--- src/rtl/sseg_score_capture.sv ---
// sseg_score_capture: rebuilds a 4-digit BCD frame from a scanned active-low 7-seg bus and converts it to binary.
// Optional SSEG_CAPTURE_CHANGE_ONLY_EN: publish only when {score, frame_err} changes (first frame after reset always).
module sseg_score_capture #(
  parameter int SETTLE_CYCLES = 16,
  parameter int CNT_W         = 5
) (
  input  logic        clk,
  input  logic        reset,
  input  logic [7:0]  sseg,
  input  logic [3:0]  an,
  output logic [13:0] score,
  output logic        score_valid,
  output logic        frame_err,
  output logic        busy
);

  localparam logic [CNT_W-1:0] CNT_SAT = CNT_W'(SETTLE_CYCLES);
  localparam logic [CNT_W-1:0] CNT_CAP = CNT_W'(SETTLE_CYCLES - 1);

  // COLLECT: wait for a full frame | CONVERT: four acc*10+digit steps | DONE: publish result
  typedef enum logic [1:0] {
    S_COLLECT = 2'd0,
    S_CONVERT = 2'd1,
    S_DONE    = 2'd2
  } state_e;

  state_e           state_q, state_d;
  logic [3:0]       an_q, an_p_q;
  logic [7:0]       sseg_q, sseg_p_q;
  logic [CNT_W-1:0] cnt_q, cnt_d;
  logic [3:0]       seen_q, seen_d;
  logic [3:0][3:0]  dig_q, dig_d;
  logic [3:0]       err_q, err_d;
  logic [3:0][3:0]  cv_dig_q, cv_dig_d;
  logic             cv_err_q, cv_err_d;
  logic [13:0]      acc_q, acc_d;
  logic [1:0]       step_q, step_d;
  logic [13:0]      score_q, score_d;
  logic             frame_err_q, frame_err_d;
  logic             valid_q, valid_d;

  logic             stable, legal, capture, frame_latch, publish;
  logic             conv_en, done_en;
  logic [3:0]       pos_oh, dec_digit;
  logic             dec_bad;

  always_ff @(posedge clk or negedge reset) begin
    if (!reset) begin
      an_q     <= 4'hF;
      an_p_q   <= 4'hF;
      sseg_q   <= 8'hFF;
      sseg_p_q <= 8'hFF;
    end else begin
      an_q     <= an;
      an_p_q   <= an_q;
      sseg_q   <= sseg;
      sseg_p_q <= sseg_q;
    end
  end

  always_comb begin
    legal = 1'b0;
    case (an_q)
      4'b1110, 4'b1101, 4'b1011, 4'b0111: legal = 1'b1;
      default:                            legal = 1'b0;
    endcase
  end

  assign pos_oh = ~an_q;

  always_comb begin
    dec_digit = 4'd0;
    dec_bad   = 1'b0;
    case (sseg_q)
      8'h81:   dec_digit = 4'd0;
      8'hCF:   dec_digit = 4'd1;
      8'h92:   dec_digit = 4'd2;
      8'h86:   dec_digit = 4'd3;
      8'hCC:   dec_digit = 4'd4;
      8'hA4:   dec_digit = 4'd5;
      8'hA0:   dec_digit = 4'd6;
      8'h8F:   dec_digit = 4'd7;
      8'h80:   dec_digit = 4'd8;
      8'h84:   dec_digit = 4'd9;
      8'hFF:   dec_digit = 4'd0;
      default: dec_bad   = 1'b1;
    endcase
  end

  assign stable  = (an_q == an_p_q) && (sseg_q == sseg_p_q);
  assign capture = legal && stable && (cnt_q == CNT_CAP);

  always_comb begin
    cnt_d = cnt_q;
    if (!legal || !stable) begin
      cnt_d = '0;
    end else if (cnt_q != CNT_SAT) begin
      cnt_d = cnt_q + CNT_W'(1);
    end
  end

  // A full mask waits here while a conversion is in flight, so no frame is dropped.
  assign frame_latch = (state_q == S_COLLECT) && (seen_q == 4'hF);

  always_comb begin
    seen_d   = frame_latch ? 4'h0 : seen_q;
    dig_d    = dig_q;
    err_d    = err_q;
    cv_dig_d = cv_dig_q;
    cv_err_d = cv_err_q;
    if (frame_latch) begin
      cv_dig_d = dig_q;
      cv_err_d = |err_q;
    end
    if (capture) begin
      seen_d = seen_d | pos_oh;
      for (int i = 0; i < 4; i++) begin
        if (pos_oh[i]) begin
          dig_d[i] = dec_digit;
          err_d[i] = dec_bad;
        end
      end
    end
  end

  always_ff @(posedge clk or negedge reset) begin
    if (!reset) state_q <= S_COLLECT;
    else        state_q <= state_d;
  end

  always_comb begin
    state_d = state_q;
    case (state_q)
      S_COLLECT: if (frame_latch) state_d = S_CONVERT;
      S_CONVERT: if (step_q == 2'd3) state_d = S_DONE;
      S_DONE:    state_d = S_COLLECT;
      default:   state_d = S_COLLECT;
    endcase
  end

  always_comb begin
    conv_en = 1'b0;
    done_en = 1'b0;
    case (state_q)
      S_CONVERT: conv_en = 1'b1;
      S_DONE:    done_en = 1'b1;
      default: ;
    endcase
  end

  assign busy = conv_en;

  always_comb begin
    step_d = step_q;
    acc_d  = acc_q;
    if (frame_latch) begin
      step_d = 2'd0;
      acc_d  = 14'd0;
    end else if (conv_en) begin
      step_d = step_q + 2'd1;
      acc_d  = (acc_q << 3) + (acc_q << 1) + {10'd0, cv_dig_q[2'd3 - step_q]};
    end
  end

`ifdef SSEG_CAPTURE_CHANGE_ONLY_EN
  logic first_q;

  assign publish = done_en &&
                   (first_q || ({acc_q, cv_err_q} != {score_q, frame_err_q}));

  always_ff @(posedge clk or negedge reset) begin
    if (!reset)       first_q <= 1'b1;
    else if (publish) first_q <= 1'b0;
  end
`else
  assign publish = done_en;
`endif

  assign score_d     = publish ? acc_q : score_q;
  assign frame_err_d = publish ? cv_err_q : frame_err_q;
  assign valid_d     = publish;

  always_ff @(posedge clk or negedge reset) begin
    if (!reset) begin
      cnt_q       <= '0;
      seen_q      <= 4'h0;
      dig_q       <= '0;
      err_q       <= 4'h0;
      cv_dig_q    <= '0;
      cv_err_q    <= 1'b0;
      acc_q       <= 14'd0;
      step_q      <= 2'd0;
      score_q     <= 14'd0;
      frame_err_q <= 1'b0;
      valid_q     <= 1'b0;
    end else begin
      cnt_q       <= cnt_d;
      seen_q      <= seen_d;
      dig_q       <= dig_d;
      err_q       <= err_d;
      cv_dig_q    <= cv_dig_d;
      cv_err_q    <= cv_err_d;
      acc_q       <= acc_d;
      step_q      <= step_d;
      score_q     <= score_d;
      frame_err_q <= frame_err_d;
      valid_q     <= valid_d;
    end
  end

  assign score       = score_q;
  assign frame_err   = frame_err_q;
  assign score_valid = valid_q;

endmodule

--- config.mk ---
export PLATFORM = sky130hd
export DESIGN_NAME = sseg_score_capture
export DESIGN_NICKNAME = d
export VERILOG_FILES = /design/src/rtl/sseg_score_capture.sv
export SDC_FILE = /design/constraint.sdc
export NUM_CORES = 1
export LEC_CHECK = 0
export BUFFER_PORTS_ARGS = -buffer_cell sky130_fd_sc_hd__buf_2
export CORE_UTILIZATION = 25
export CTS_CLUSTER_DIAMETER = 150
export DETAILED_ROUTE_END_ITERATION = 16
export GPL_ROUTABILITY_DRIVEN = 0
export PLACE_DENSITY = 0.45
export REMOVE_ABC_BUFFERS = 1
export SLEW_MARGIN = 20
export SYNTH_ARGS = -nofsm -noshare
export SYNTH_HDL_FRONTEND = slang
export SYNTH_SLANG_ARGS = --single-unit
--- constraint.sdc ---
create_clock -name clk -period 5.7 [get_ports clk]
set_clock_uncertainty 0.05 [all_clocks]
set_input_delay 0.855 -clock clk [delete_from_list [all_inputs] [get_ports clk]]
set_output_delay 0.855 -clock clk [all_outputs]
set_load 0.01 [all_outputs]
=== After elaboration in Yosys (flattened, before gate mapping) ===
Index checks and enable logic that the tools add are counted.

* Register bits after elaboration: 104
* Input bits: 14
* Output and inout bits: 17
* Logic and storage cells: 94

* $add $sub $neg: 5
* Magnitude comparators: 1
* Equality and inequality tests: 25
* Multiplexer cells: 18
* Bitwise gates (word level): 2
* Reductions and logical operators: 18

{| class="wikitable"
|+ Operators with widths
! cell !! number
|-
| 8-bit == test, second input constant || 11
|-
| 4-bit one-hot mux with 9 select lines || 1
|-
| 14-bit 2-to-1 mux || 2
|-
| 4-bit == test, second input constant || 4
|-
| 14-bit adder || 1
|-
| 14-bit by 4-bit adder with 14-bit output || 1
|-
| 4-bit 2-to-1 mux || 3
|-
| 11-bit OR reduction || 1
|-
| 5-bit 2-to-1 mux || 2
|-
| 2-bit AND reduction || 5
|-
| 4-bit binary-select mux with 2-bit select || 1
|-
| 8-bit == test || 1
|-
| 2-bit 2-to-1 mux || 4
|-
| 4-bit OR reduction || 2
|-
| 5-bit by 1-bit adder with 5-bit output, second input constant || 1
|-
| 5-bit by 4-bit == test with 1-bit output, second input constant || 1
|-
| 5-bit != test, second input constant || 1
|-
| 2-bit == test, second input constant || 2
|-
| 4-bit by 3-bit == test with 1-bit output, second input constant || 1
|-
| 4-bit == test || 1
|-
| 1-bit logical AND || 4
|-
| 1-bit 2-to-1 mux || 4
|-
| 2-bit != test, second input constant || 2
|-
| 4-bit NOT || 1
|-
| 10 further kinds || 12
|}

=== Logic depth before layout (Yosys ltp) ===
Gate-level depths: netlist of run 1.

* Word-level depth: 6
* Gate-level depth with buffers: 11
* Depth with buffers taken out: 10

=== Worst setup path after synthesis of run 1 ===
OpenSTA, ideal clock, no wires.

* Path type: reg2reg
* From: register step_q[0]
* To: register acc_q[10]
* Setup time: 0.120 ns
* Arrival time: 3.110 ns
* Required time: 5.530 ns
* Setup slack: 2.420 ns
* Cell stages (with the launch flop): 11
* Buffers on the path: 1
* Clock period less this slack: 3.280 ns
* Path through: dfrtp_1 > clkbuf_1 > mux4_2 > ha_1 > ha_1 > fa_1 > a21o_1 > a21boi_0 > o21ai_0 > a211o_1 > a31o_2

* Cells in the longest elaborated chain, start to end: 6

{| class="wikitable"
|+ Ends and longest elaborated chain
! element !! RTL line !! source
|-
| start, declared || 37 || <nowiki>logic [1:0] step_q, step_d;</nowiki>
|-
| start signal, assigned || 204 || <nowiki>step_q <= step_d;</nowiki>
|-
| 2-bit subtractor || 161 || <nowiki>acc_d = (acc_q << 3) + (acc_q << 1) + {10'd0, cv_dig_q[2'd3 - step_q]};</nowiki>
|-
| 4-bit binary-select mux with 2-bit select || 161 ||
|-
| 4-bit 2-to-1 mux (not written as such) || 161 ||
|-
| 14-bit by 4-bit adder with 14-bit output || 161 ||
|-
| 14-bit 2-to-1 mux || 159 || <nowiki>end else if (conv_en) begin</nowiki>
|-
| 14-bit 2-to-1 mux || 156 || <nowiki>if (frame_latch) begin</nowiki>
|-
| end signal, assigned || 191 || <nowiki>acc_q <= 14'd0;</nowiki>
|-
| end signal, assigned || 203 || <nowiki>acc_q <= acc_d;</nowiki>
|-
| end, declared || 36 || <nowiki>logic [13:0] acc_q, acc_d;</nowiki>
|}

Every way passes these cells. The select of a mux whose other input is x is not followed.
A chain may end at the register's enable or synchronous reset.

=== Worst setup path in the final report of run 1 ===
Same ends and word-level chain as after synthesis.

==> impl_metrics.tcl, run 1 <==
set metrics [dict create \
    tritoncts "built" \
    die_area_sq_mm 0.0206 \
    fp.dieH_um 143 \
    synth.most_common_cell "dfrtp_1" \
    max_stage_delay_ns 0.56 \
    grt_pass1_vias 3378 \
    yosysTopAreaCellShare 0.401 \
    fmax_mhz 297 \
    rsz0062_at_grt "no" \
    min-delay-path-class "flop to flop" \
    regArea_sq_mm 0.00263 \
    worst-path-buf-inv 0 \
    fin_setup_tns_ns 0 \
    path_max_fanout 7 \
    synth_area_leaders "dfrtp_1 40%, dfstp_2 13%, ha_1 6.5%" \
    final-max-slew-violation-count 0 \
    leakage_nw 2.82 \
    yosys_register_bits 104 \
    synth-compound-area-share 0.0859 \
    track_usage 0.107 \
    synthSimpleGateAreaFrac 0.151 \
    drt_iter0_drc 124 \
    total_power_w 0.00141 \
    start_util 0.256 \
    h-tree-depth 3 \
    grt_pass1_wl_um 17100 \
    syn2layout_area_growth_pct 14.1 \
    multi_input_area_sq_mm 0.00223 \
    synth_edf_count 0 \
    cp_common_cell "ha_1" \
    grt_antenna_before_repair 0 \
    grt_max_degree 59 \
    dp_hpwl_um 6760 \
    wl_per_cell_um 13.2 \
    insertedDiodeCount 0 \
    postSynthCellCount 433 \
    critPathSlowestCell "mux4_2" \
    insertion_delay_ns 0.35 \
    drt_first_pass_iters 4 \
    boundaryPins 31 \
    tightest_slew_ns 0.900 \
    cts-root-buf "clkbuf_16" \
    avgSynthCellArea_sq_um 11.5 \
    finalSetupViolCount 0 \
    cp_cell_sequence "mux4_2 -> ha_1 -> ha_1 -> fa_1 -> a21o_1 -> a21boi_0 -> o21ai_0 -> a211o_1 -> a31o_2" \
    core_sq_mm 0.0195 \
    cts.path.max_buffers 2 \
    port-buffer-count 30 \
    synth_mux_area_frac 0.0944 \
    slew_headroom 0.400 \
    synth_fa_ha_area_frac 0.0731 \
    ys_seq_area_frac 0.527 \
    ir_drop_mv 0.136 \
    hold_viol 0 \
    clk_pin_slew_worst_paths_ns 0.07 \
    vias 3176 \
    overflow 0 \
    drive_above_1_share 0.242 \
    fin_crit_sh 0.591 \
    dpl.cell_count 712 \
    ant_nets 0 \
    yosysUniqueCellTypes 52 \
    nets 500 \
    worstPathArrival_ns 3.56 \
    die_w_um 143 \
    crit_type "flop to flop" \
    synthXorXnorAreaFrac 0.0403 \
    power_density_mw_per_mm2 248 \
    fin_crit_ns 3.37 \
    drt_wl_total_um 9650 \
    netlist_area_sq_mm 0.00500 \
    viasPerCell 4.36 \
    required_ns 5.89 \
    maxCapViolations 0 \
    cts_buffers 9 \
    ys_warn_count 0 \
    cts_sinks 104 \
    async_reset_ff_frac 1.00 \
    cts_setup_buffers 0 \
    synth-main-ff-cell "dfrtp_1" \
    fill_cells 2075 \
    drc 0 \
    placementRows 51 \
    cts_hold_buffers 0 \
    synth_top_family_by_area "simple AND/OR/NAND/NOR gates" \
    synth_common_cells "80 x dfrtp_1, 71 x nand2_1, 26 x ha_1" \
    crit_path_start_kind "flop" \
    synth_largest_area_cell "dfrtp_1" \
    stdcell_count 728 \
    status "completed" \
    cts_resized 0 \
    crit_family "compound AO/OA/AOI/OAI gates" \
    cp-end-kind "flop" \
]
[cell type report]
cell class | count | share of cell area
Tap cell | 265 | 0.0581
Inverter | 14 | 0.00921
Timing Repair Buffer | 32 | 0.0294
Clock inverter | 4 | 0.00439
Sequential cell | 104 | 0.461
Clock buffer | 12 | 0.0469
Multi-Input combinational cell | 297 | 0.391
[flip-flops by register name (all words and copies together), names as in the netlist, 5 cells and up]
register  count
dig_q        16
cv_dig_q     16
score        14
sseg_q        8
cnt_q         5
acc_q        14
sseg_p_q      8
[logic make-up (layout without fill, tap and decap cells)]
kind of cell    count (synthesis)  count (layout)
flops                         104             104
xor+xnor                       23              23
mux                            38              38
compound gates                 66              66
simple gates                  142             142
fa+ha+maj                      28              28
buf+inv                        32              62
[cell usage in the layout (no fill, tap or decap), types with 9 or more instances in the layout]
master     synthesis  final
a21o_1             9      9
a21oi_1            9      9
buf_2              2     29
clkbuf_16          0     10
dfrtp_1           80     80
dfstp_2           24     24
ha_1              26     26
inv_1             14     14
mux2_1            10     10
mux2_2            23     23
nand2_1           71     71
nand3_1           13     13
nor2_1            14     14
o21ai_0           20     20
xnor2_1           11     11
xor2_1            12     12
[stage by stage]
step                      instance area [sq um]  worst slack (ns)   util  hold slack [ns]
after floorplan                            4910              2.55      -            0.332
after global placement                     5410              2.39  0.277            0.350
after detailed placement                   5410              2.31  0.277            0.352
after CTS                                  5700              2.30  0.292            0.362
after global routing                       5710              2.09  0.292            0.378
final                                      5710              2.33  0.292            0.361
[power breakdown]
part / leakage [nW] / switching [W] / internal (W)
clock: 0.148 / 0.000270 / 0.000335
sequential: 1.37 / 0.0000131 / 0.000754
combinational: 1.30 / 0.0000271 / 0.0000144
[per-layer routing]
layer	wire length, um	vias to the layer above	global-route usage
li1	-	1559	-
met1	4570	1556	0.136
met2	4630	49	0.177
met3	294	12	0.0260
met4	155	0	0.0403
met5	0	-	0
[path summary, 6_finish.rpt]
kind | start | endpoint | slack, ns | depth (start not counted)
worst max register to register | step_q[0] | acc_q[10] | 2.33 | 9
worst min-delay path | sseg_q[7] | sseg_p_q[7] | 0.36 | 0
max in group asynchronous | reset | step_q[1] | 3.99 | 2
worst min register to register | sseg_q[7] | sseg_p_q[7] | 0.36 | 0
worst max-delay path | step_q[0] | acc_q[10] | 2.33 | 9
min in group asynchronous | reset | score_valid | 0.53 | 1
(Power assumes the default switching activity.)
==> inputs of run 2 (changes only) <==
==> constraint.sdc (replaced) <==
create_clock -name clk -period 3.45 [get_ports clk]
set_clock_uncertainty 0.05 [all_clocks]
set_input_delay 0.5175 -clock clk [delete_from_list [all_inputs] [get_ports clk]]
set_output_delay 0.5175 -clock clk [all_outputs]
set_load 0.01 [all_outputs]
==> impl_metrics.tcl, run 2 (same netlist as run 1, synthesis figures left out) <==
set metrics [dict create \
    fin_crit_ns 3.22 \
    fill_cells 2058 \
    ir_drop_mv 0.223 \
    grt_pass1_wl_um 17000 \
    placementRows 51 \
    cts-root-buf "clkbuf_16" \
    multi_input_area_sq_mm 0.00223 \
    tritoncts "built" \
    path_max_fanout 7 \
    timing.final.ws_setup_ns 0.232 \
    fin_crit_sh 0.933 \
    required_ns 3.63 \
    cts_resized 0 \
    power_density_mw_per_mm2 417 \
    status "completed" \
    drc 0 \
    start_util 0.256 \
    grt_pass1_vias 3377 \
    h-tree-depth 3 \
    final_common_cell "dfrtp_1" \
    final_cell_mix "79 x dfrtp_1, 71 x nand2_1, 29 x buf_2" \
    rsz0062_at_grt "no" \
    syn2layout_area_growth_pct 14.7 \
    grt_max_degree 68 \
    crit_path_start_kind "flop" \
    fin_setup_tns_ns 0 \
    drt_iter0_drc 106 \
    grt_antenna_before_repair 0 \
    track_usage 0.104 \
    overflow 0 \
    vias 3229 \
    insertion_delay_ns 0.34 \
    stdcell_count 730 \
    clk_pin_slew_worst_paths_ns 0.07 \
    boundaryPins 31 \
    ant_nets 0 \
    port-buffer-count 30 \
    dpl.cell_count 714 \
    die_area_sq_mm 0.0206 \
    fp.dieH_um 143 \
    fmax_mhz 311 \
    core_sq_mm 0.0195 \
    viasPerCell 4.42 \
    nets 502 \
    maxCapViolations 0 \
    cts_buffers 9 \
    cp-end-kind "flop" \
    final-max-slew-violation-count 0 \
    drt_first_pass_iters 5 \
    tightest_slew_ns 0.860 \
    worstPathArrival_ns 3.40 \
    drive_above_1_share 0.247 \
    slew_headroom 0.427 \
    die_w_um 143 \
    cts_hold_buffers 0 \
    cts_sinks 104 \
    wl_per_cell_um 13.4 \
    min-delay-path-class "input port to asynchronous set/reset pin" \
    cts.path.max_buffers 2 \
    finalSetupViolCount 0 \
    regArea_sq_mm 0.00263 \
    pre_cts_slack_ns 0.0610 \
    dp_hpwl_um 6860 \
    leakage_nw 2.83 \
    total_power_w 0.00239 \
    cts_setup_buffers 0 \
    drt_wl_total_um 9760 \
    crit_type "flop to flop" \
    reg_top3 "cv_dig_q (16), dig_q (16)" \
    insertedDiodeCount 0 \
    hold_viol 0 \
]
## run 2: routing by layer
metal | GRT usage | routed length [um] | vias to the layer above
li1 | - | - | 1580
met1 | 0.134 | 4560 | 1582
met2 | 0.177 | 4780 | 58
met3 | 0.0247 | 328 | 9
met4 | 0.0246 | 84 | 0
met5 | 0 | 0 | -
## run 2: per-stage QoR
stage,area (sq um),utilization,hold slack [ns]
floorplan,4910,-,0.172
global placement,5430,0.278,0.350
detailed placement,5430,0.278,0.357
CTS,5730,0.293,0.200
global route,5730,0.294,0.195
finish,5730,0.294,0.215
## run 2: final timing paths
kind | from | endpoint | slack (ns) | depth (start not counted)
worst max-delay path | step_q[0] | acc_q[10] | 0.23 | 9
worst min-delay path | reset | score_valid | 0.22 | 1
worst max register to register | step_q[0] | acc_q[10] | 0.23 | 9
worst min register to register | an_q[1] | an_p_q[1] | 0.37 | 0
max in group asynchronous | reset | an_p_q[2] | 2.27 | 2
min in group clk | an[3] | an_q[3] | 0.22 | 1
## run 2: final cells by class
type                       instances  share of cell area
sequential                       104               0.460
multi-input combinational        297               0.389
inverter                          14             0.00917
clock buffer                       9              0.0393
tap                              265              0.0578
clock inverter                     7              0.0135
timing repair buffer              34              0.0319
## run 2: worst max-delay path, stage by stage, from the launching register on
cell and delay, ns:
dfrtp_2 0.46, mux4_2 0.53, ha_1 0.29, ha_1 0.24, fa_1 0.42, a21o_1 0.21
a21boi_1 0.21, o21ai_0 0.13, a211o_1 0.32, a31o_2 0.24
## run 2: where the power goes
group	switching, W	internal, W
registers	0.0000219	0.00124
logic	0.0000454	0.0000245
clock network	0.000480	0.000573
total	0.000548	0.00184
==> inputs of run 3 (changes only) <==
--- a/config.mk
+++ b/config.mk
@@ -6,11 +6,11 @@
 export NUM_CORES = 1
 export LEC_CHECK = 0
 export BUFFER_PORTS_ARGS = -buffer_cell sky130_fd_sc_hd__buf_2
-export CORE_UTILIZATION = 25
+export CORE_UTILIZATION = 60
 export CTS_CLUSTER_DIAMETER = 150
 export DETAILED_ROUTE_END_ITERATION = 16
 export GPL_ROUTABILITY_DRIVEN = 0
-export PLACE_DENSITY = 0.45
+export PLACE_DENSITY = 0.84
 export REMOVE_ABC_BUFFERS = 1
 export SLEW_MARGIN = 20
 export SYNTH_ARGS = -nofsm -noshare
==> impl_metrics.tcl, run 3 (same netlist as run 1, synthesis figures left out) <==
set metrics [dict create \
    status "completed" \
    cp-end-kind "flop" \
    final_cell_mix "79 x dfrtp_1, 71 x nand2_1, 29 x buf_2" \
    port-buffer-count 30 \
    rsz0062_at_grt "no" \
    wl_per_cell_um 15.4 \
    leakage_nw 2.78 \
    finalSetupViolCount 0 \
    insertedDiodeCount 0 \
    start_util 0.634 \
    cts-root-buf "clkbuf_8" \
    multi_input_area_sq_mm 0.00223 \
    final_common_cell "dfrtp_1" \
    drc 0 \
    cp_cell_sequence "mux4_2 -> ha_1 -> ha_1 -> fa_1 -> a21o_1 -> a21boi_1 -> o21ai_0 -> a211o_1 -> a31o_2" \
    fin_setup_tns_ns 0 \
    slew_headroom 0.281 \
    grt_max_degree 105 \
    tightest_slew_ns 1.08 \
    cp_common_cell "ha_1" \
    cts_resized 0 \
    ant_nets 0 \
    syn2layout_area_growth_pct 8.51 \
    viasPerCell 5.75 \
    cts_sinks 104 \
    h-tree-depth 3 \
    reg_top3 "cv_dig_q (16), dig_q (16)" \
    drt_wl_total_um 8720 \
    min-delay-path-class "input port to asynchronous set/reset pin" \
    crit_type "flop to flop" \
    utilization 0.688 \
    worst-path-buf-inv 0 \
    fp.dieH_um 93.3 \
    grt_antenna_before_repair 0 \
    grt_pass1_wl_um 14900 \
    cts.path.max_buffers 2 \
    crit_family "compound AO/OA/AOI/OAI gates" \
    crit_path_start_kind "flop" \
    r2r-start "step_q[0]" \
    regArea_sq_mm 0.00263 \
    vias 3256 \
    cts_setup_buffers 0 \
    insertion_delay_ns 0.37 \
    fmax_mhz 316 \
    hold_viol 0 \
    drive_above_1_share 0.246 \
    cts_hold_buffers 0 \
    worstPathArrival_ns 3.39 \
    die_area_sq_mm 0.00870 \
    track_usage 0.220 \
    tritoncts "built" \
    nets 501 \
    ir_drop_mv 0.350 \
    drt_first_pass_iters 4 \
    dp_hpwl_um 5980 \
    fin_crit_sh 0.917 \
    boundaryPins 31 \
    overflow 0 \
    cts_buffers 9 \
    critPathSlowestCell "mux4_2" \
    maxCapViolations 0 \
    max_stage_delay_ns 0.52 \
    fill_cells 567 \
    reg2reg_depth 9 \
    die_w_um 93.3 \
    r2r_setup_slack_ns 0.28 \
    reg2reg_to "acc_q[10]" \
    clk_pin_slew_worst_paths_ns 0.10 \
    power_density_mw_per_mm2 382 \
    placementRows 32 \
    grt_pass1_vias 3266 \
    drt_iter0_drc 177 \
    required_ns 3.67 \
    fin_crit_ns 3.17 \
    core_sq_mm 0.00789 \
    path_max_fanout 7 \
    final-max-slew-violation-count 0 \
]
==> run 3: worst max-delay path by stage <==
stage / startpoint / endpoint / slack (ns) / depth (start not counted)
after CTS: step_q[0] / acc_q[10] / 0.09 / 9
after detailed placement: step_q[0] / acc_q[10] / 0.11 / 9
after global routing: step_q[0] / acc_q[10] / 0.05 / 9
after global placement: step_q[0] / acc_q[10] / 0.18 / 9
after floorplan: step_q[0] / acc_q[10] / 0.30 / 9
final: step_q[0] / acc_q[10] / 0.28 / 9
==> run 3: per-layer routing <==
| metal | global-route usage | vias up | share of wire | wire, um |
|---|---|---|---|---|
| met5 | 0 | - | 0 | 0 |
| met4 | 0.0564 | 0 | 0.012 | 106 |
| met1 | 0.264 | 1609 | 0.43 | 3710 |
| met2 | 0.401 | 60 | 0.53 | 4640 |
| met3 | 0.0439 | 14 | 0.031 | 268 |
| li1 | - | 1573 | - | - |
==> run 3: layout make-up <==
cell class                      instances  area share
Timing Repair Buffer                   33      0.0346
Multi-Input combinational cell        297       0.411
Sequential cell                       104       0.486
Tap cell                              102      0.0235
Clock inverter                          6     0.00854
Inverter                               14     0.00969
Clock buffer                           10      0.0275
==> run 3: power breakdown <==
part / switching (W) / total [W] / internal (W)
logic: 0.0000450 / 0.0000704 / 0.0000255
registers: 0.0000222 / 0.00127 / 0.00124
clock network: 0.000420 / 0.000733 / 0.000313
total: 0.000487 / 0.00207 / 0.00158
==> run 3: through the flow <==
stage	total power, W	cell area (sq um)	cells	setup WS, ns	hold WS [ns]
4_1_cts	0.00209	5420	566	0.0933	0.172
3_3_place_gp	0.00136	5230	550	0.184	0.348
6_report	0.00207	5420	566	0.285	0.131
5_1_grt	0.00215	5420	566	0.0472	0.172
2_1_floorplan	0.00132	4910	415	0.304	0.172
3_5_place_dp	0.00136	5230	550	0.106	0.349
